$ cat src/rtl/alu_ext_pipe_pkg.sv
// Purpose: shared encodings for the pipelined execute-stage ALU/shifter.
// Latency: n/a (types, constants and helpers only).
// Backpressure: n/a.
// Contents: opcode enum, B-operand select enum, shift kind, FSM states, width helpers.
package alu_ext_pkg;

    localparam int unsigned OP_W  = 4;
    localparam int unsigned IMM_W = 8;

    typedef enum logic [OP_W-1:0] {
        OP_ADD    = 4'd0,
        OP_PADDSB = 4'd1,
        OP_SUB    = 4'd2,
        OP_NAND   = 4'd3,
        OP_XOR    = 4'd4,
        OP_SLL    = 4'd5,
        OP_SRL    = 4'd6,
        OP_SRA    = 4'd7,
        OP_LLB    = 4'd8,
        OP_LHB    = 4'd9
    } op_e;

    typedef enum logic [1:0] {
        BSEL_REG      = 2'd0,
        BSEL_IMM4     = 2'd1,
        BSEL_IMM8     = 2'd2,
        BSEL_IMM8_ALT = 2'd3
    } bsel_e;

    typedef enum logic [1:0] {
        SHK_LL = 2'd0,
        SHK_RL = 2'd1,
        SHK_RA = 2'd2
    } shk_e;

    typedef enum logic {
        ST_IDLE  = 1'b0,
        ST_SHIFT = 1'b1
    } state_e;

    // Bits needed to encode a shift distance of 0..width-1.
    function automatic int unsigned shamt_bits(input int unsigned width);
        return $clog2(width);
    endfunction

    localparam int unsigned DEF_WIDTH   = 16;
    localparam int unsigned DEF_SHAMT_W = shamt_bits(DEF_WIDTH);

endpackage

$ cat src/rtl/alu_ext_pipe_if.sv
// Purpose: operation/result bundle between operand fetch, the ALU and writeback.
// Latency: n/a (wires only).
// Backpressure: in_valid/in_ready on the request side, out_valid/out_ready on the result side.
// Ports: slave = ALU view, master = requester/consumer view.
interface alu_ext_pipe_if #(
    parameter int unsigned WIDTH = 16
);
    logic             in_valid;
    logic             in_ready;
    logic [3:0]       op;
    logic [WIDTH-1:0] src_a;
    logic [WIDTH-1:0] src_b;
    logic [7:0]       imm;
    logic [1:0]       b_sel;
    logic [2:0]       flag_we;
    logic             out_valid;
    logic             out_ready;
    logic [WIDTH-1:0] result;
    logic             flag_n;
    logic             flag_v;
    logic             flag_z;

    modport slave (
        input  in_valid, op, src_a, src_b, imm, b_sel, flag_we, out_ready,
        output in_ready, out_valid, result, flag_n, flag_v, flag_z
    );

    modport master (
        output in_valid, op, src_a, src_b, imm, b_sel, flag_we, out_ready,
        input  in_ready, out_valid, result, flag_n, flag_v, flag_z
    );
endinterface

$ cat src/rtl/alu_ext_pipe_lane_sat_add.sv
// Purpose: signed LANE-bit adder that clamps to +max/-min on overflow.
// Latency: combinational.
// Backpressure: none.
// Ports: a_i, b_i lane operands; sum_o clamped sum; sat_o set when clamping occurred.
module lane_sat_add #(
    parameter int unsigned LANE = 4
) (
    input  logic [LANE-1:0] a_i,
    input  logic [LANE-1:0] b_i,
    output logic [LANE-1:0] sum_o,
    output logic            sat_o
);
    logic [LANE:0] full_sum;

    assign full_sum = {a_i[LANE-1], a_i} + {b_i[LANE-1], b_i};

    // The two top bits of the sign-extended sum disagree exactly on overflow;
    // the extra top bit carries the true sign and picks the clamp direction.
    assign sat_o = full_sum[LANE] ^ full_sum[LANE-1];

    always_comb begin
        sum_o = full_sum[LANE-1:0];
        if (sat_o) begin
            sum_o = full_sum[LANE] ? {1'b1, {(LANE-1){1'b0}}} : {1'b0, {(LANE-1){1'b1}}};
        end
    end
endmodule

$ cat src/rtl/alu_ext_pipe.sv
// Purpose: execute-stage ALU with packed saturating add, iterative shifter and N/V/Z flags.
// Latency: 1 cycle for ALU ops; max(1, ceil(s/SHF_STEP)) cycles for shifts.
// Backpressure: accepts only in IDLE while the result register is free or draining.
// Ports: clk, rst_n (sync, active low); bus = alu_ext_pipe_if.slave (request, result, flags).
module alu_ext_pipe
    import alu_ext_pkg::*;
#(
    parameter int unsigned WIDTH    = 16,
    parameter int unsigned LANE     = 4,
    parameter int unsigned SHF_STEP = 4
) (
    input  logic           clk,
    input  logic           rst_n,
    alu_ext_pipe_if.slave  bus
);
    localparam int unsigned SAW = shamt_bits(WIDTH);
    localparam int unsigned NL  = WIDTH / LANE;
    localparam logic [SAW-1:0] STEP_C = SAW'(SHF_STEP);

    // ---------------- state ----------------
    state_e           state_q,     state_d;
    logic [WIDTH-1:0] sh_val_q,    sh_val_d;
    logic [SAW-1:0]   rem_q,       rem_d;
    shk_e             sh_kind_q,   sh_kind_d;
    logic [2:0]       sh_we_q,     sh_we_d;
    logic             out_valid_q, out_valid_d;
    logic [WIDTH-1:0] result_q,    result_d;
    logic             flag_n_q,    flag_n_d;
    logic             flag_v_q,    flag_v_d;
    logic             flag_z_q,    flag_z_d;

    // ---------------- handshake ----------------
    logic load_ok;
    logic in_rdy;
    logic accept;

    assign load_ok = !out_valid_q || bus.out_ready;
    assign in_rdy  = (state_q == ST_IDLE) && load_ok;
    assign accept  = bus.in_valid && in_rdy;

    // ---------------- operand B ----------------
    logic [WIDTH-1:0] b_val;

    always_comb begin
        case (bus.b_sel)
            BSEL_REG:  b_val = bus.src_b;
            BSEL_IMM4: b_val = {{(WIDTH-4){bus.imm[3]}}, bus.imm[3:0]};
            default:   b_val = {{(WIDTH-8){bus.imm[7]}}, bus.imm};
        endcase
    end

    // ---------------- packed saturating add ----------------
    logic [WIDTH-1:0] padd_res;
    logic [NL-1:0]    lane_sat;

    for (genvar g = 0; g < NL; g++) begin : g_lane
        lane_sat_add #(.LANE(LANE)) u_lane (
            .a_i   (bus.src_a[g*LANE +: LANE]),
            .b_i   (b_val[g*LANE +: LANE]),
            .sum_o (padd_res[g*LANE +: LANE]),
            .sat_o (lane_sat[g])
        );
    end

    // ---------------- shifter step ----------------
    function automatic logic [WIDTH-1:0] shift_step(
        input logic [WIDTH-1:0] v,
        input logic [SAW-1:0]   amt,
        input shk_e             kind
    );
        case (kind)
            SHK_LL:  return v << amt;
            SHK_RL:  return v >> amt;
            default: return $unsigned($signed(v) >>> amt);
        endcase
    endfunction

    function automatic logic [SAW-1:0] clip_step(input logic [SAW-1:0] x);
        return (x > STEP_C) ? STEP_C : x;
    endfunction

    // ---------------- ALU ----------------
    logic [WIDTH-1:0] alu_res;
    logic             alu_v;
    logic             is_shift;
    shk_e             kind;
    logic [WIDTH-1:0] sum_res;
    logic [WIDTH-1:0] diff_res;

    assign sum_res  = bus.src_a + b_val;
    assign diff_res = bus.src_a - b_val;

    always_comb begin
        alu_res  = bus.src_a ^ b_val;
        alu_v    = 1'b0;
        is_shift = 1'b0;
        kind     = SHK_LL;
        case (bus.op)
            OP_ADD: begin
                alu_res = sum_res;
                alu_v   = (bus.src_a[WIDTH-1] == b_val[WIDTH-1]) &&
                          (sum_res[WIDTH-1] != bus.src_a[WIDTH-1]);
            end
            OP_SUB: begin
                alu_res = diff_res;
                alu_v   = (bus.src_a[WIDTH-1] != b_val[WIDTH-1]) &&
                          (diff_res[WIDTH-1] != bus.src_a[WIDTH-1]);
            end
            OP_PADDSB: begin
                alu_res = padd_res;
                alu_v   = |lane_sat;
            end
            OP_NAND: alu_res = ~(bus.src_a & b_val);
            OP_SLL: begin is_shift = 1'b1; kind = SHK_LL; end
            OP_SRL: begin is_shift = 1'b1; kind = SHK_RL; end
            OP_SRA: begin is_shift = 1'b1; kind = SHK_RA; end
            OP_LLB: alu_res = {{(WIDTH-8){bus.imm[7]}}, bus.imm};
            OP_LHB: alu_res = {bus.imm, bus.src_a[WIDTH-9:0]};
            default: alu_res = bus.src_a ^ b_val;
        endcase
    end

    // First slice of a shift is applied on the accept edge itself.
    logic [SAW-1:0]   shamt;
    logic [SAW-1:0]   first_amt;
    logic [SAW-1:0]   first_rem;
    logic [WIDTH-1:0] first_val;
    logic [SAW-1:0]   cont_amt;
    logic [SAW-1:0]   cont_rem;
    logic [WIDTH-1:0] cont_val;

    assign shamt     = bus.imm[SAW-1:0];
    assign first_amt = clip_step(shamt);
    assign first_rem = shamt - first_amt;
    assign first_val = shift_step(bus.src_a, first_amt, kind);
    // With rem_q == 0 (waiting on a busy result register) this is a no-op step.
    assign cont_amt  = clip_step(rem_q);
    assign cont_rem  = rem_q - cont_amt;
    assign cont_val  = shift_step(sh_val_q, cont_amt, sh_kind_q);

    // ---------------- next state ----------------
    logic             do_load;
    logic [WIDTH-1:0] load_val;
    logic             load_v;
    logic [2:0]       load_we;

    always_comb begin
        state_d     = state_q;
        sh_val_d    = sh_val_q;
        rem_d       = rem_q;
        sh_kind_d   = sh_kind_q;
        sh_we_d     = sh_we_q;
        out_valid_d = out_valid_q;
        result_d    = result_q;
        flag_n_d    = flag_n_q;
        flag_v_d    = flag_v_q;
        flag_z_d    = flag_z_q;
        do_load     = 1'b0;
        load_val    = '0;
        load_v      = 1'b0;
        load_we     = 3'b000;

        // Consumer took the held result; re-asserted below if a new one lands.
        if (out_valid_q && bus.out_ready) begin
            out_valid_d = 1'b0;
        end

        case (state_q)
            ST_SHIFT: begin
                if (cont_rem == '0 && load_ok) begin
                    do_load  = 1'b1;
                    load_val = cont_val;
                    load_we  = sh_we_q;
                    state_d  = ST_IDLE;
                    rem_d    = '0;
                end else begin
                    // Finished shifts park here with rem=0 until the result register frees.
                    sh_val_d = cont_val;
                    rem_d    = cont_rem;
                end
            end
            default: begin
                if (accept) begin
                    if (is_shift && first_rem != '0) begin
                        state_d   = ST_SHIFT;
                        sh_val_d  = first_val;
                        rem_d     = first_rem;
                        sh_kind_d = kind;
                        sh_we_d   = bus.flag_we;
                    end else begin
                        do_load  = 1'b1;
                        load_val = is_shift ? first_val : alu_res;
                        load_v   = is_shift ? 1'b0 : alu_v;
                        load_we  = bus.flag_we;
                    end
                end
            end
        endcase

        if (do_load) begin
            result_d    = load_val;
            out_valid_d = 1'b1;
            if (load_we[2]) flag_n_d = load_val[WIDTH-1];
            if (load_we[1]) flag_v_d = load_v;
            if (load_we[0]) flag_z_d = (load_val == '0);
        end
    end

    // ---------------- registers ----------------
    always_ff @(posedge clk) begin
        if (!rst_n) begin
            state_q     <= ST_IDLE;
            sh_val_q    <= '0;
            rem_q       <= '0;
            sh_kind_q   <= SHK_LL;
            sh_we_q     <= 3'b000;
            out_valid_q <= 1'b0;
            result_q    <= '0;
            flag_n_q    <= 1'b0;
            flag_v_q    <= 1'b0;
            flag_z_q    <= 1'b0;
        end else begin
            state_q     <= state_d;
            sh_val_q    <= sh_val_d;
            rem_q       <= rem_d;
            sh_kind_q   <= sh_kind_d;
            sh_we_q     <= sh_we_d;
            out_valid_q <= out_valid_d;
            result_q    <= result_d;
            flag_n_q    <= flag_n_d;
            flag_v_q    <= flag_v_d;
            flag_z_q    <= flag_z_d;
        end
    end

    assign bus.in_ready  = in_rdy;
    assign bus.out_valid = out_valid_q;
    assign bus.result    = result_q;
    assign bus.flag_n    = flag_n_q;
    assign bus.flag_v    = flag_v_q;
    assign bus.flag_z    = flag_z_q;

endmodule

$ cat src/flat_wrapper.sv
// flat-port wrapper written by rule: the top's interface ports become plain ports
module alu_ext_pipe_flat import alu_ext_pkg::*;
#(
    parameter int unsigned WIDTH    = 16,
    parameter int unsigned LANE     = 4,
    parameter int unsigned SHF_STEP = 4
)
  (clk, rst_n, bus_in_valid, bus_op, bus_src_a, bus_src_b, bus_imm, bus_b_sel, bus_flag_we, bus_out_ready, bus_in_ready, bus_out_valid, bus_result, bus_flag_n, bus_flag_v, bus_flag_z);
  alu_ext_pipe_if #(.WIDTH(WIDTH)) bus_i ();
  input  logic clk;
  input  logic rst_n;
  input wire logic [$bits(bus_i.in_valid)-1:0] bus_in_valid;
  input wire logic [$bits(bus_i.op)-1:0] bus_op;
  input wire logic [$bits(bus_i.src_a)-1:0] bus_src_a;
  input wire logic [$bits(bus_i.src_b)-1:0] bus_src_b;
  input wire logic [$bits(bus_i.imm)-1:0] bus_imm;
  input wire logic [$bits(bus_i.b_sel)-1:0] bus_b_sel;
  input wire logic [$bits(bus_i.flag_we)-1:0] bus_flag_we;
  input wire logic [$bits(bus_i.out_ready)-1:0] bus_out_ready;
  output wire logic [$bits(bus_i.in_ready)-1:0] bus_in_ready;
  output wire logic [$bits(bus_i.out_valid)-1:0] bus_out_valid;
  output wire logic [$bits(bus_i.result)-1:0] bus_result;
  output wire logic [$bits(bus_i.flag_n)-1:0] bus_flag_n;
  output wire logic [$bits(bus_i.flag_v)-1:0] bus_flag_v;
  output wire logic [$bits(bus_i.flag_z)-1:0] bus_flag_z;
  assign bus_i.in_valid = bus_in_valid;
  assign bus_i.op = bus_op;
  assign bus_i.src_a = bus_src_a;
  assign bus_i.src_b = bus_src_b;
  assign bus_i.imm = bus_imm;
  assign bus_i.b_sel = bus_b_sel;
  assign bus_i.flag_we = bus_flag_we;
  assign bus_i.out_ready = bus_out_ready;
  assign bus_in_ready = bus_i.in_ready;
  assign bus_out_valid = bus_i.out_valid;
  assign bus_result = bus_i.result;
  assign bus_flag_n = bus_i.flag_n;
  assign bus_flag_v = bus_i.flag_v;
  assign bus_flag_z = bus_i.flag_z;
  alu_ext_pipe #(.WIDTH(WIDTH), .LANE(LANE), .SHF_STEP(SHF_STEP)) u_core (.clk(clk), .rst_n(rst_n), .bus(bus_i));
endmodule
$ cat config.mk
export PLATFORM = sky130hd
export DESIGN_NAME = alu_ext_pipe_flat
export DESIGN_NICKNAME = d
export VERILOG_FILES = /design/src/rtl/alu_ext_pipe_pkg.sv /design/src/rtl/alu_ext_pipe_if.sv /design/src/rtl/alu_ext_pipe_lane_sat_add.sv /design/src/rtl/alu_ext_pipe.sv /design/src/flat_wrapper.sv
export SDC_FILE = /design/constraint.sdc
export NUM_CORES = 1
export LEC_CHECK = 0
export BUFFER_PORTS_ARGS = -buffer_cell sky130_fd_sc_hd__buf_2
export CAP_MARGIN = 30
export CELL_PAD_IN_SITES_DETAIL_PLACEMENT = 0
export CELL_PAD_IN_SITES_GLOBAL_PLACEMENT = 1
export CORE_MARGIN = 1
export CORE_UTILIZATION = 49
export DETAILED_ROUTE_END_ITERATION = 16
export GPL_TIMING_DRIVEN = 0
export PLACE_DENSITY = 0.86
export SLEW_MARGIN = 0
export SYNTH_ARGS = -nofsm -noshare
export SYNTH_HDL_FRONTEND = slang
export SYNTH_HIERARCHICAL = 1
export SYNTH_SLANG_ARGS = --single-unit
$ cat constraint.sdc
create_clock -name clk -period 9.21 [get_ports clk]
set_input_delay 0.4605 -clock clk [delete_from_list [all_inputs] [get_ports clk]]
set_output_delay 0.4605 -clock clk [all_outputs]
set_load 0.02 [all_outputs]
; Yosys cells after proc, flatten, opt, wreduce, memory -nomap -nowiden
; Cells that the tools add are included.
[classes]
n_addsub = 8
mul = 0
div_mod_pow = 0
magnitude_cmp = 2
n_eq_ne = 16
n_shift = 6
mux = 48
n_bitwise = 8
reduce_logical = 27
[op_table]
columns = cell, n
row1 = $mux 16, 9
row2 = $pmux 16 s2, 3
row3 = $pmux 16 s6, 1
row4 = $mux 4, 14
row5 = $shl 16x4->16, 2
row6 = $shr 16x4->16, 2
row7 = $sshr 16x4->16, 2
row8 = $add 4x4->5, 4
row9 = $add 16x16->16, 1
row10 = $and 16x16->16, 1
row11 = $logic_not 16->1, 1
row12 = $not 16->16, 1
row13 = $sub 16x16->16, 1
row14 = $xor 16x16->16, 1
row15 = $mux 1, 15
row16 = $eq 4x3->1 const B, 3
row17 = $mux 3, 4
row18 = $eq 4x2->1 const B, 2
row19 = $eq 4x4->1 const B, 2
row20 = $gt 4x3->1 const B, 2
row21 = $logic_not 4->1, 2
row22 = $reduce_and 2->1, 4
row23 = $sub 4x4->4, 2
row24 = $logic_and 1x1->1, 7
row25 = 17 further kinds, 29
[word_totals]
reg_bits = 46
latch_bits = 0
ramBits = 0
rom_bits = 0
input_bits = 53
out_inout_bits = 21
word_cells = 125
memories = 0

; Logic depth before layout (Yosys ltp)
; Gate-level depths: netlist (run 1).
[depth]
depth_word = 11
ltp_mapped = 23
depth_no_buf = 20

; By module
; The synthesis (run 1) kept the hierarchy.
[modules_own_cells]
columns = module, n_inst, cells_per_inst, area_each_um2, seq_area_each_um2
row1 = alu_ext_pipe, 1, 1151, 7820.0, 920.9
row2 = lane_sat_add, 4, 33, 244.0, 0.0

; Least setup slack after synthesis (run 1)
; No wires, ideal clock.
[synth_timing]
kind = in2reg
start = input port bus_imm[3]
end = register u_core.flag_z_q (netlist: u_core/bus.flag_z)
setup_ns = 0.084
arrival_ns = 4.700
required_time_ns = 9.126
path_slack_ns = 4.426
path_stages = 23
path_buffers = 3
path_cell_list = clkbuf_1 > clkbuf_1 > a21o_1 > clkbuf_1 > nor2_1 > nor2_1 > ha_1 > inv_1 > fa_1 > nand2b_1 > a21o_4 > a21oi_2 > a32oi_1 > mux2i_1 > o22ai_1 > a311oi_1 > o311a_1 > o21ai_0 > a32o_1 > a211oi_1 > nand4_1 > or4_1 > o31ai_2
[synth_via]
elab_chain_cells = 10
elab_cells_between_ends = 44
classes_between = 7 x add/sub / 1 x order compare / 3 x shift / 22 x mux / 7 x bitwise / 4 x reduce/logical
[synth_rtl]
columns = element, line
row1 = from (decl), flat_wrapper.sv:16  ; input wire logic [$bits(bus_i.imm)-1:0] bus_imm;
row2 = $pmux 16 s2 (*), alu_ext_pipe.sv:45  ; case (bus.b_sel)
row3 = net u_core.b_val[8], alu_ext_pipe.sv:42  ; logic [WIDTH-1:0] b_val;
row4 = $add 4x4->5 (*), alu_ext_pipe_lane_sat_add.sv:15  ; assign full_sum = {a_i[LANE-1], a_i} + {b_i[LANE-1], b_i};
row5 = $mux 4 or $xor 1x1->1 (tied branches), "alu_ext_pipe_lane_sat_add.sv:24, alu_ext_pipe_lane_sat_add.sv:19"
row6 = $mux 4 (*), alu_ext_pipe_lane_sat_add.sv:23  ; if (sat_o) begin
row7 = net u_core.padd_res[8], alu_ext_pipe.sv:53  ; logic [WIDTH-1:0] padd_res;
row8 = $pmux 16 s6 (*), alu_ext_pipe.sv:98  ; case (bus.op)
row9 = $mux 16 (*), alu_ext_pipe.sv:192  ; load_val = is_shift ? first_val : alu_res;
row10 = $mux 16 (*), alu_ext_pipe.sv:184  ; if (is_shift && first_rem != '0) begin
row11 = $mux 16 (*), alu_ext_pipe.sv:183  ; if (accept) begin
row12 = $mux 16 (*), alu_ext_pipe.sv:168  ; case (state_q)
row13 = $logic_not 16->1 (*), alu_ext_pipe.sv:205  ; if (load_we[0]) flag_z_d = (load_val == '0);
row14 = to (signal assigned), alu_ext_pipe.sv:232  ; flag_z_q <= flag_z_d;
row15 = to (decl), alu_ext_pipe.sv:30  ; logic flag_z_q, flag_z_d;
; The timed path passes the listed nets; every way through them passes the cells marked *.
; A chain may end at the register's enable or synchronous reset.

; Worst setup path after layout (run 1)
; Same ends and word-level chain as after synthesis.

==> flow_metrics.tcl, run 1 <==
set metrics [dict create \
    cts_resized 0 \
    critPathMaxFanout 10 \
    drc 0 \
    grt_pass1_wl_mm 54.8 \
    yosys.cell_types.count 88 \
    placed_cells 1586 \
    hold-path-cell-count 3 \
    fin_skew_ns 0.0112 \
    layout-drive-gt1-share_pct 13.0 \
    ios 74 \
    nNetsFinal 1480 \
    worstSetupPathType "primary input to flop" \
    die_width_um 136 \
    gp_congestion 1.03 \
    finalCritPeriodShare_pct 64.4 \
    grt_pass1_vias 9770 \
    p_leak_nw 3.81 \
    vias 10900 \
    dr.pass1.iters 7 \
    clkSlewWorstSetupHoldPaths_ns 0.07 \
    num_rows 48 \
    hold_viol 0 \
    yosysWarnings 6 \
    ys_seq_area_share_pct 10.5 \
    worst_pin_slew_ns 0.897 \
    stdcell_count 1594 \
    setup_violations 0 \
    fp.dieH_um 136 \
    drtIter0Drc 1519 \
    drtAntennaViolNets 0 \
    totalWireLength_mm 35.6 \
    worstPathArrival_ns 6.14 \
    hold_path.class "primary input to flop" \
    htree_levels 2 \
    slew-limit-headroom_pct 38.6 \
    initial_core_util_pct 50.5 \
    syn-instance-count 1283 \
    gr-max-usage-layer "met2" \
    finalSetupTns_ns 0 \
    vias_per_cell 6.83 \
    drv_slew 0 \
    peakVddDrop_v 0.0000872 \
    final_util_pct 55.3 \
    r2r-start "u_core/rem_q[2]" \
    root_buffer "clkbuf_16" \
    post_cts_buffers 0 \
    grt_usage_pct 38.1 \
    critPathCaptureType "flop" \
    cts_made_buffers 5 \
    startpoint_type "primary input" \
    hp-start "bus_flag_we[1]" \
    power.density_nw_per_um2 105 \
    critPathLaunch "bus_imm[3]" \
    synth_top_area_cell "dfxtp_1" \
    maxCapViolCount 0 \
    power_w 0.00101 \
    fin_crit_ns 5.93 \
    use_met2_pct 61.4 \
    synth_edf_count 0 \
    ys_ff_latch 46 \
    synth_area_um2 8800 \
    hpwl_mm 27.7 \
    clk-insertion-delay-late_ns 0.29 \
    use_met3_pct 5.29 \
    rsz0062_at_grt "false" \
    io_buffers 71 \
    dieArea_um2 18500 \
    grt_use_met1_pct 50.1 \
    holdBufCountCts 0 \
    required_ns 9.42 \
    synth_top_area_share_pct 10.5 \
    r2r_slack_ns 4.15 \
    fp.coreArea_um2 17400 \
    grt_max_degree 16 \
    antenna_found_initial 0 \
    wl_per_cell_um 22.3 \
    status "complete, no violations" \
    fin_area_um2 9630 \
    hold_path_end "u_core/sh_we_q[1]" \
    async_flop_share_pct 0 \
    overflow 0 \
    r2r-end "u_core/bus.flag_z" \
    yosys-top-cells-area "dfxtp_1 (10%), ha_1 (7.5%), nand2_1 (6.5%), a21oi_1 (5.4%), o21ai_0 (5.3%)" \
    ys.flop_type "dfxtp_1" \
    cts_sinks 46 \
    r2r_cells 16 \
    antennaDiodeCount 0 \
    clock_path_buffers 2 \
    cts_tree "yes" \
    fmax_ghz 0.169 \
    area_growth_pct 9.43 \
    syn_area_per_cell_um2 6.86 \
    placed_cell_area_um2 9470 \
]
-- cell usage in the layout (no fill, tap or decap), types with 18 or more instances in the layout --
master	count
o21ai_0	93
buf_2	95
a221oi_1	18
a31oi_1	20
a21oi_1	95
nand3_1	34
inv_1	55
nor2b_1	44
nor3_1	26
a211oi_1	39
mux2i_1	34
clkbuf_1	73
ha_1	53
nor2_1	99
nand2_1	153
dfxtp_1	46
-- power by group --
part / internal, W / total (W) / leakage, nW / switching [W]
combinational: 0.000211 / 0.000593 / 3.36 / 0.000381
clock: 0.000109 / 0.000193 / 0.0735 / 0.0000842
sequential: 0.000212 / 0.000223 / 0.375 / 0.0000107
-- worst max-delay path, stage by stage --
cell      delay [ns]
buf_2           0.11
clkbuf_1        0.30
clkbuf_1        0.70
a21o_1          0.20
clkbuf_1        0.33
nor2_1          0.09
nor2_1          0.23
ha_1            0.24
inv_1           0.06
fa_1            0.39
nand2b_1        0.20
a21o_4          0.24
a21oi_2         0.18
a32oi_1         0.12
mux2i_1         0.16
o22ai_1         0.08
a311oi_1        0.41
o311a_1         0.23
o21ai_0         0.14
a32o_1          0.31
a211oi_1        0.24
nand4_1         0.12
or4_1           0.42
o31ai_2         0.18
-- worst max path at each step --
stage,endpoint,slack [ns]
final,u_core/bus.flag_z,3.28
after global routing,u_core/bus.flag_z,2.87
after CTS,u_core/bus.flag_z,3.45
after detailed placement,u_core/bus.flag_z,3.16
after global placement,u_core/bus.flag_z,3.18
after floorplan,u_core/bus.flag_z,4.43
-- final cells by class --
class                   count  area [um^2]
clock buffers               6          139
well taps                 225          282
fillers                  1832         7790
multi-input cells        1072         7190
flip-flops and latches     46          921
clock inverters             2         16.3
plain buffers             111          478
inverters                  55          206
repair buffers             77          389
-- state kept, by name (all words and copies together), names as in the netlist --
name,flops
u_core/bus.result,16
u_core/bus.flag_v,1
u_core/state_q,1
u_core/bus.flag_z,1
u_core/bus.flag_n,1
u_core/sh_val_q,16
u_core/bus.out_valid,1
u_core/sh_we_q,3
u_core/rem_q,4
u_core/sh_kind_q,2
-- synthesized netlist by cell type (all sizes together) (37+ instances only) --
cell type / number
dfxtp: 46
clkbuf: 74
a21oi: 103
nand2: 157
buf: 37
nor2b: 44
inv: 55
ha: 53
o21ai: 93
nor2: 103
a211oi: 41
-- cell families (layout without fill, tap and decap cells) --
logic type	after synthesis	in the layout	synth area share, %
xor gates and xnor gates	10	10	0.996
buffers and inverters	166	251	7.78
AOI/OAI and AO/OA	474	474	37.6
DFF	46	46	10.5
and+or+nand+nor	471	471	26.5
muxes	55	55	7.58
other	1	2	0.0426
adders and majority gates	60	60	9.02
-- per-stage QoR --
stage | hold WS (ns) | setup WS [ns]
after detailed placement | 0.463 | 3.16
after global routing | 0.453 | 2.87
final | 0.424 | 3.28
after CTS | 0.427 | 3.45
after floorplan | 0.444 | 4.43
after global placement | 0.453 | 3.18
-- metal layers --
| metal | wire (um) | vias up | part of all wire, % |
|---|---|---|---|
| met1 | 14400 | 5084 | 40 |
| met4 | 1810 | 0 | 5.1 |
| met2 | 15900 | 698 | 45 |
| met5 | 0 | - | 0 |
| met3 | 3480 | 132 | 9.8 |
| li1 | - | 4969 | - |
No activity file was read; power rests on OpenSTA's default activity.
==> run 2, diff against run 1 <==
--- a/config.mk
+++ b/config.mk
@@ -5,15 +5,16 @@
 export SDC_FILE = /design/constraint.sdc
 export NUM_CORES = 1
 export LEC_CHECK = 0
+export ABC_AREA = 1
 export BUFFER_PORTS_ARGS = -buffer_cell sky130_fd_sc_hd__buf_2
 export CAP_MARGIN = 30
 export CELL_PAD_IN_SITES_DETAIL_PLACEMENT = 0
 export CELL_PAD_IN_SITES_GLOBAL_PLACEMENT = 1
 export CORE_MARGIN = 1
-export CORE_UTILIZATION = 49
+export CORE_UTILIZATION = 42
 export DETAILED_ROUTE_END_ITERATION = 16
 export GPL_TIMING_DRIVEN = 0
-export PLACE_DENSITY = 0.86
+export PLACE_DENSITY = 0.81
 export SLEW_MARGIN = 0
 export SYNTH_ARGS = -nofsm -noshare
 export SYNTH_HDL_FRONTEND = slang
==> constraint.sdc (replaced) <==
create_clock -name clk -period 6.1 [get_ports clk]
set_input_delay 0.305 -clock clk [delete_from_list [all_inputs] [get_ports clk]]
set_output_delay 0.305 -clock clk [all_outputs]
set_load 0.02 [all_outputs]
==> flow_metrics.tcl, run 2 <==
set metrics [dict create \
    status "complete, no violations" \
    vias 11100 \
    synth_edf_count 0 \
    layout_common_cells "nand2_1 (533), inv_1 (265), nand3_1 (218), nor2_1 (136), buf_2 (105)" \
    root_buffer "clkbuf_16" \
    totalWireLength_mm 35.8 \
    dieArea_um2 21300 \
    slew-limit-headroom_pct 46.9 \
    syn_area_per_cell_um2 5.20 \
    drtIter0Drc 1291 \
    yosys.cell_types.count 50 \
    clkPwrFrac_pct 20.9 \
    hold_path.class "primary input to flop" \
    finalCritPeriodShare_pct 71.0 \
    power_w 0.00154 \
    power.density_nw_per_um2 161 \
    die_width_um 146 \
    cts_tree "yes" \
    required_ns 6.33 \
    nNetsFinal 1862 \
    yosysWarnings 6 \
    hold_path_end "u_core/sh_we_q[0]" \
    comb_power_share_pct 57.3 \
    final_util_pct 47.1 \
    fin_skew_ns 0.00719 \
    rsz0062_at_grt "false" \
    cts_resized 0 \
    async_flop_share_pct 0 \
    initial_core_util_pct 42.9 \
    gp_congestion 1.01 \
    critPathCaptureType "flop" \
    cts_made_buffers 5 \
    placed_cell_area_um2 9390 \
    hold_viol 0 \
    worstSetupPathType "primary input to flop" \
    overflow 0 \
    worstPathArrival_ns 4.56 \
    maxCapViolCount 0 \
    cts_sinks 46 \
    ios 74 \
    switching_share_pct 49.1 \
    ys.flop_type "dfxtp_1" \
    num_rows 52 \
    fin_crit_ns 4.33 \
    drc 0 \
    n_fill_cell 2376 \
    setup_violations 0 \
    startpoint_type "primary input" \
    yosysMostFrequentCell "nand2_1" \
    worst_pin_slew_ns 0.788 \
    internal-power_w 0.000784 \
    dr.pass1.iters 6 \
    grt_pass1_vias 9794 \
    antennaDiodeCount 0 \
    area_growth_pct 9.86 \
    hold-path-cell-count 3 \
    hpwl_mm 29.7 \
    clk-insertion-delay-late_ns 0.30 \
    finalSetupTns_ns 0 \
    grt_pass1_wl_mm 54.9 \
    fmax_ghz 0.231 \
    ys_ff_latch 46 \
    vias_per_cell 5.49 \
    syn-instance-count 1672 \
    antenna_found_initial 0 \
    r2r-end "u_core/bus.flag_z" \
    layout-drive-gt1-share_pct 10.6 \
    htree_levels 2 \
    synth_top_area_cell "nand2_1" \
    netlist_top_cells_count "nand2_1 (533), inv_1 (265), nand3_1 (218)" \
    seqPwrFrac_pct 21.8 \
    r2r-start "u_core/sh_kind_q[1]" \
    grt_usage_pct 33.2 \
    critPathMaxFanout 10 \
    r2r_slack_ns 3.05 \
    yosys-top-cells-area "nand2_1 (23%), nand3_1 (13%), inv_1 (11%), dfxtp_1 (11%), ha_1 (7.6%)" \
    clock_path_buffers 2 \
    power.switching_w 0.000757 \
    grt_max_degree 15 \
    peakVddDrop_v 0.000114 \
    fp.coreArea_um2 20300 \
    io_buffers 70 \
    fin_area_um2 9560 \
    clkSlewWorstSetupHoldPaths_ns 0.07 \
    drtAntennaViolNets 0 \
    p_leak_nw 5.29 \
    holdBufCountCts 0 \
    fp.dieH_um 146 \
    layout_commonest_cell "nand2_1" \
    ys_seq_area_share_pct 10.6 \
    r2r_cells 12 \
    drv_slew 0 \
    synth_area_um2 8700 \
    post_cts_buffers 0 \
    wl_per_cell_um 17.7 \
    hp-start "bus_flag_we[0]" \
    synth_top_area_share_pct 23.0 \
]
[run 2: cell types whose count changed after synthesis, moves of 27 or more]
cell,previous run,this run
o21ai_1,0,33
mux2i_1,34,0
a211oi_1,39,1
inv_1,55,265
nor2_1,99,136
nor2b_1,44,4
clkbuf_1,73,15
nand2_1,153,533
nand3_1,34,218
a21oi_1,95,68
[run 2: critical path: stages]
cell and delay (ns):
buf_2 0.12, inv_1 0.18, o21ai_0 0.59, clkbuf_1 0.48, o21ai_0 0.20, inv_1 0.19, ha_1 0.21, inv_1 0.06
fa_1 0.39, inv_1 0.09, nand2_2 0.06, nand2_2 0.07, nand2_2 0.08, nand3_1 0.09, nand2_1 0.06, nand2_1 0.06
o21ai_0 0.10, nor3_1 0.25, nand3_1 0.11, nand2_1 0.14, nand2_1 0.09, a21oi_2 0.20, nand3_1 0.10, nor2_1 0.14
nand2_1 0.07, a21oi_2 0.11
[run 2: through the flow]
step           instances  setup slack, ns  hold slack (ns)
2_1_floorplan       1673             3.08            0.425
6_report            2021             1.77            0.278
5_1_grt             2021             1.46            0.295
4_1_cts             2021             1.91            0.273
3_5_place_dp        2013             1.61            0.458
3_3_place_gp        2013             1.63            0.440
[run 2: final cells by class]
class / instances / area [um^2] / area share (%)
Multi-Input combinational cell: 1285 / 6410 / 67.0
Inverter: 284 / 1070 / 11.2
Sequential cell: 46 / 921 / 9.63
Timing Repair Buffer: 70 / 350 / 3.66
Tap cell: 270 / 338 / 3.53
Buffer: 58 / 310 / 3.25
Clock buffer: 6 / 129 / 1.35
Clock inverter: 2 / 37.5 / 0.393
[run 2: power by group through the flow]
stage | Clock, W | Sequential, W | Combinational [W]
floorplan | 0 | 0.000355 | 0.000583
global placement | 0 | 0.000342 | 0.000854
detailed placement | 0 | 0.000342 | 0.000858
CTS | 0.000328 | 0.000336 | 0.000862
global route | 0.000343 | 0.000339 | 0.000976
finish | 0.000322 | 0.000336 | 0.000883
[run 2: worst max-delay path by stage]
stage / from / end / cells past startpoint
global route: bus_imm[3] / u_core/bus.flag_z / 26
detailed placement: bus_imm[3] / u_core/bus.flag_z / 26
CTS: bus_imm[3] / u_core/bus.flag_z / 26
global placement: bus_imm[3] / u_core/bus.flag_z / 26
floorplan: bus_imm[3] / u_core/bus.flag_z / 25
finish: bus_imm[3] / u_core/bus.flag_z / 26
[run 2: cell families (layout without fill, tap and decap cells)]
kind of cell / after synthesis / after routing / share of synthesized area, %
simple gates: 964 / 964 / 47.2
buf+inv: 342 / 420 / 15.8
compound gates: 252 / 252 / 16.5
fa+ha+maj: 59 / 59 / 9.00
flops: 46 / 46 / 10.6
xor+xnor: 8 / 8 / 0.805
other cells: 1 / 2 / 0.0431
[run 2: routing by layer]
| metal | GRT usage, % | part of all wire (%) | routed length [um] |
|---|---|---|---|
| met1 | 50.2 | 48 | 17300 |
| met3 | 7.21 | 11 | 3900 |
| met4 | 8.32 | 2.1 | 741 |
| met5 | 0 | 0 | 0 |
| met2 | 46.4 | 39 | 13900 |
==> run 3, diff against run 2 <==
--- a/config.mk
+++ b/config.mk
@@ -5,16 +5,16 @@
 export SDC_FILE = /design/constraint.sdc
 export NUM_CORES = 1
 export LEC_CHECK = 0
-export ABC_AREA = 1
+export ABC_AREA = 0
 export BUFFER_PORTS_ARGS = -buffer_cell sky130_fd_sc_hd__buf_2
 export CAP_MARGIN = 30
 export CELL_PAD_IN_SITES_DETAIL_PLACEMENT = 0
 export CELL_PAD_IN_SITES_GLOBAL_PLACEMENT = 1
 export CORE_MARGIN = 1
-export CORE_UTILIZATION = 42
+export CORE_UTILIZATION = 45
 export DETAILED_ROUTE_END_ITERATION = 16
 export GPL_TIMING_DRIVEN = 0
-export PLACE_DENSITY = 0.81
+export PLACE_DENSITY = 0.8
 export SLEW_MARGIN = 0
 export SYNTH_ARGS = -nofsm -noshare
 export SYNTH_HDL_FRONTEND = slang
==> constraint.sdc (replaced) <==
create_clock -name clk -period 4.4 [get_ports clk]
set_input_delay 0.22 -clock clk [delete_from_list [all_inputs] [get_ports clk]]
set_output_delay 0.22 -clock clk [all_outputs]
set_load 0.02 [all_outputs]
==> flow_metrics.tcl, run 3 (synthesized netlist as in run 1, its figures left out) <==
set metrics [dict create \
    status "complete, no violations" \
    htree_levels 2 \
    initial_core_util_pct 46.4 \
    slew-limit-headroom_pct 37.7 \
    finalCritPeriodShare_pct 98.3 \
    layout_commonest_cell "nand2_1" \
    area_growth_pct 12.1 \
    grt_usage_pct 35.9 \
    critPathMaxStageDelay_ns 0.43 \
    power.density_nw_per_um2 217 \
    overflow 0 \
    num_rows 50 \
    setup_violations 0 \
    io_buffers 71 \
    power_w 0.00214 \
    critPathCaptureType "flop" \
    vias_per_cell 6.52 \
    hold_path.class "primary input to flop" \
    p_leak_nw 3.88 \
    drc 0 \
    cp_num_buf_inv 5 \
    vias 10600 \
    fp.dieH_um 142 \
    stdcell_count 1631 \
    fmax_ghz 0.231 \
    fp.coreArea_um2 19000 \
    fin_crit_ns 4.33 \
    cts_tree "yes" \
    switching_share_pct 47.7 \
    drv_slew 0 \
    grt_max_degree 20 \
    gp_congestion 1.03 \
    worstSetupPathType "primary input to flop" \
    maxCapViolCount 0 \
    placed_cells 1621 \
    comb_power_share_pct 59.7 \
    grt_pass1_vias 9633 \
    critPathMaxFanout 10 \
    clk-insertion-delay-late_ns 0.29 \
    fin_skew_ns 0.00768 \
    fin_area_um2 9860 \
    die_width_um 142 \
    ios 74 \
    drtIter0Drc 1239 \
    worst_pin_slew_ns 0.922 \
    placed_cell_area_um2 9520 \
    power.switching_w 0.00102 \
    drtAntennaViolNets 0 \
    final_util_pct 52.0 \
    peakVddDrop_v 0.000138 \
    required_ns 4.61 \
    hpwl_mm 28.5 \
    internal-power_w 0.00112 \
    nNetsFinal 1481 \
    clock_path_buffers 2 \
    wl_per_cell_um 22.3 \
    layout_common_cells "nand2_1 (153), a21oi_1 (95), buf_2 (93), nor2_1 (93), o21ai_0 (86)" \
    root_buffer "clkbuf_16" \
    crit_family "compound AO/OA/AOI/OAI gates" \
    cp_slowest_cell "or4_4" \
    layout-drive-gt1-share_pct 15.6 \
    clkSlewWorstSetupHoldPaths_ns 0.07 \
    grt_pass1_wl_mm 56.0 \
    cts_made_buffers 5 \
    totalWireLength_mm 36.4 \
    dr.pass1.iters 6 \
    seqPwrFrac_pct 21.8 \
    antenna_found_initial 0 \
    worstPathArrival_ns 4.53 \
    startpoint_type "primary input" \
    holdBufCountCts 0 \
    dieArea_um2 20100 \
    clkPwrFrac_pct 18.5 \
    hold_viol 0 \
    path_cells "buf_2 > buf_8 > clkbuf_16 > a21o_1 > buf_6 > nor2_1 > nor2_2 > ha_2 > inv_1 > fa_2 > nand2b_4 > a21o_4 > a21oi_4 > a32oi_2 > mux2i_1 > o22ai_1 > a311oi_2 > o311a_1 > o21ai_1 > a32o_2 > a211oi_1 > nand4_1 > or4_4 > o31ai_2" \
    cts_sinks 46 \
]
## run 3: per-stage QoR
step	hold slack (ns)	setup TNS (ns)	worst slack, ns
after floorplan	0.365	0	0.0291
after global routing	0.189	-0.00524	-0.00524
final	0.191	0	0.0729
after CTS	0.187	0	0.0342
after global placement	0.454	-5.05	-1.20
after detailed placement	0.460	-4.74	-1.11
## run 3: power by group through the flow
stage	combinational [W]	sequential [W]	clock, W
CTS	0.00123	0.000465	0.000397
floorplan	0.000820	0.000487	0
finish	0.00128	0.000466	0.000394
global placement	0.00119	0.000474	0
detailed placement	0.00120	0.000475	0
global route	0.00137	0.000468	0.000417
## run 3: layer usage
layer / wire length, um / up-vias / GRT usage, %
li1: - / 4962 / -
met1: 15400 / 4977 / 47.2
met2: 16800 / 589 / 60.0
met3: 2900 / 111 / 4.49
met4: 1420 / 0 / 13.4
met5: 0 / - / 0
## run 3: worst paths after layout
check | start | end | slack [ns] | cells after the start
worst max-delay path | bus_imm[3] | u_core/bus.flag_z | 0.07 | 24
worst min-delay path | bus_flag_we[1] | u_core/sh_we_q[1] | 0.19 | 3
worst max register to register | u_core/rem_q[2] | u_core/bus.flag_z | 0.21 | 16
worst min register to register | u_core/bus.result[10] | u_core/bus.result[10] | 0.47 | 2
## run 3: repair_timing
| action | CTS | global route |
|---|---|---|
| pin swaps | 4 | 5 |
| gates resized for setup | 27 | 33 |
| setup buffers | 2 | 3 |
| cloned | 0 | 0 |
| endpoints found under the setup margin | 14 | 6 |
## run 3: worst reg2reg max path, stage by stage, from the launching register on
cell and delay [ns]:
dfxtp_1 0.40, buf_6 0.17, or2_2 0.38, buf_2 0.32, nand2_1 0.10, ha_1 0.24
nor4b_1 0.24, nor3_1 0.09, or4_1 0.62, or2_2 0.32, buf_2 0.15, o221a_2 0.32
nand2_1 0.07, a31oi_1 0.05, a211oi_2 0.34, or4_4 0.20, o31ai_2 0.05
## run 3: cell type report
class | count | area (um^2)
multi-input cells | 1072 | 7310
well taps | 260 | 325
clock buffers | 5 | 125
fillers | 1988 | 9090
flip-flops and latches | 46 | 921
plain buffers | 107 | 513
repair buffers | 82 | 432
inverters | 55 | 210
clock inverters | 3 | 23.8
diodes | 1 | 2.50
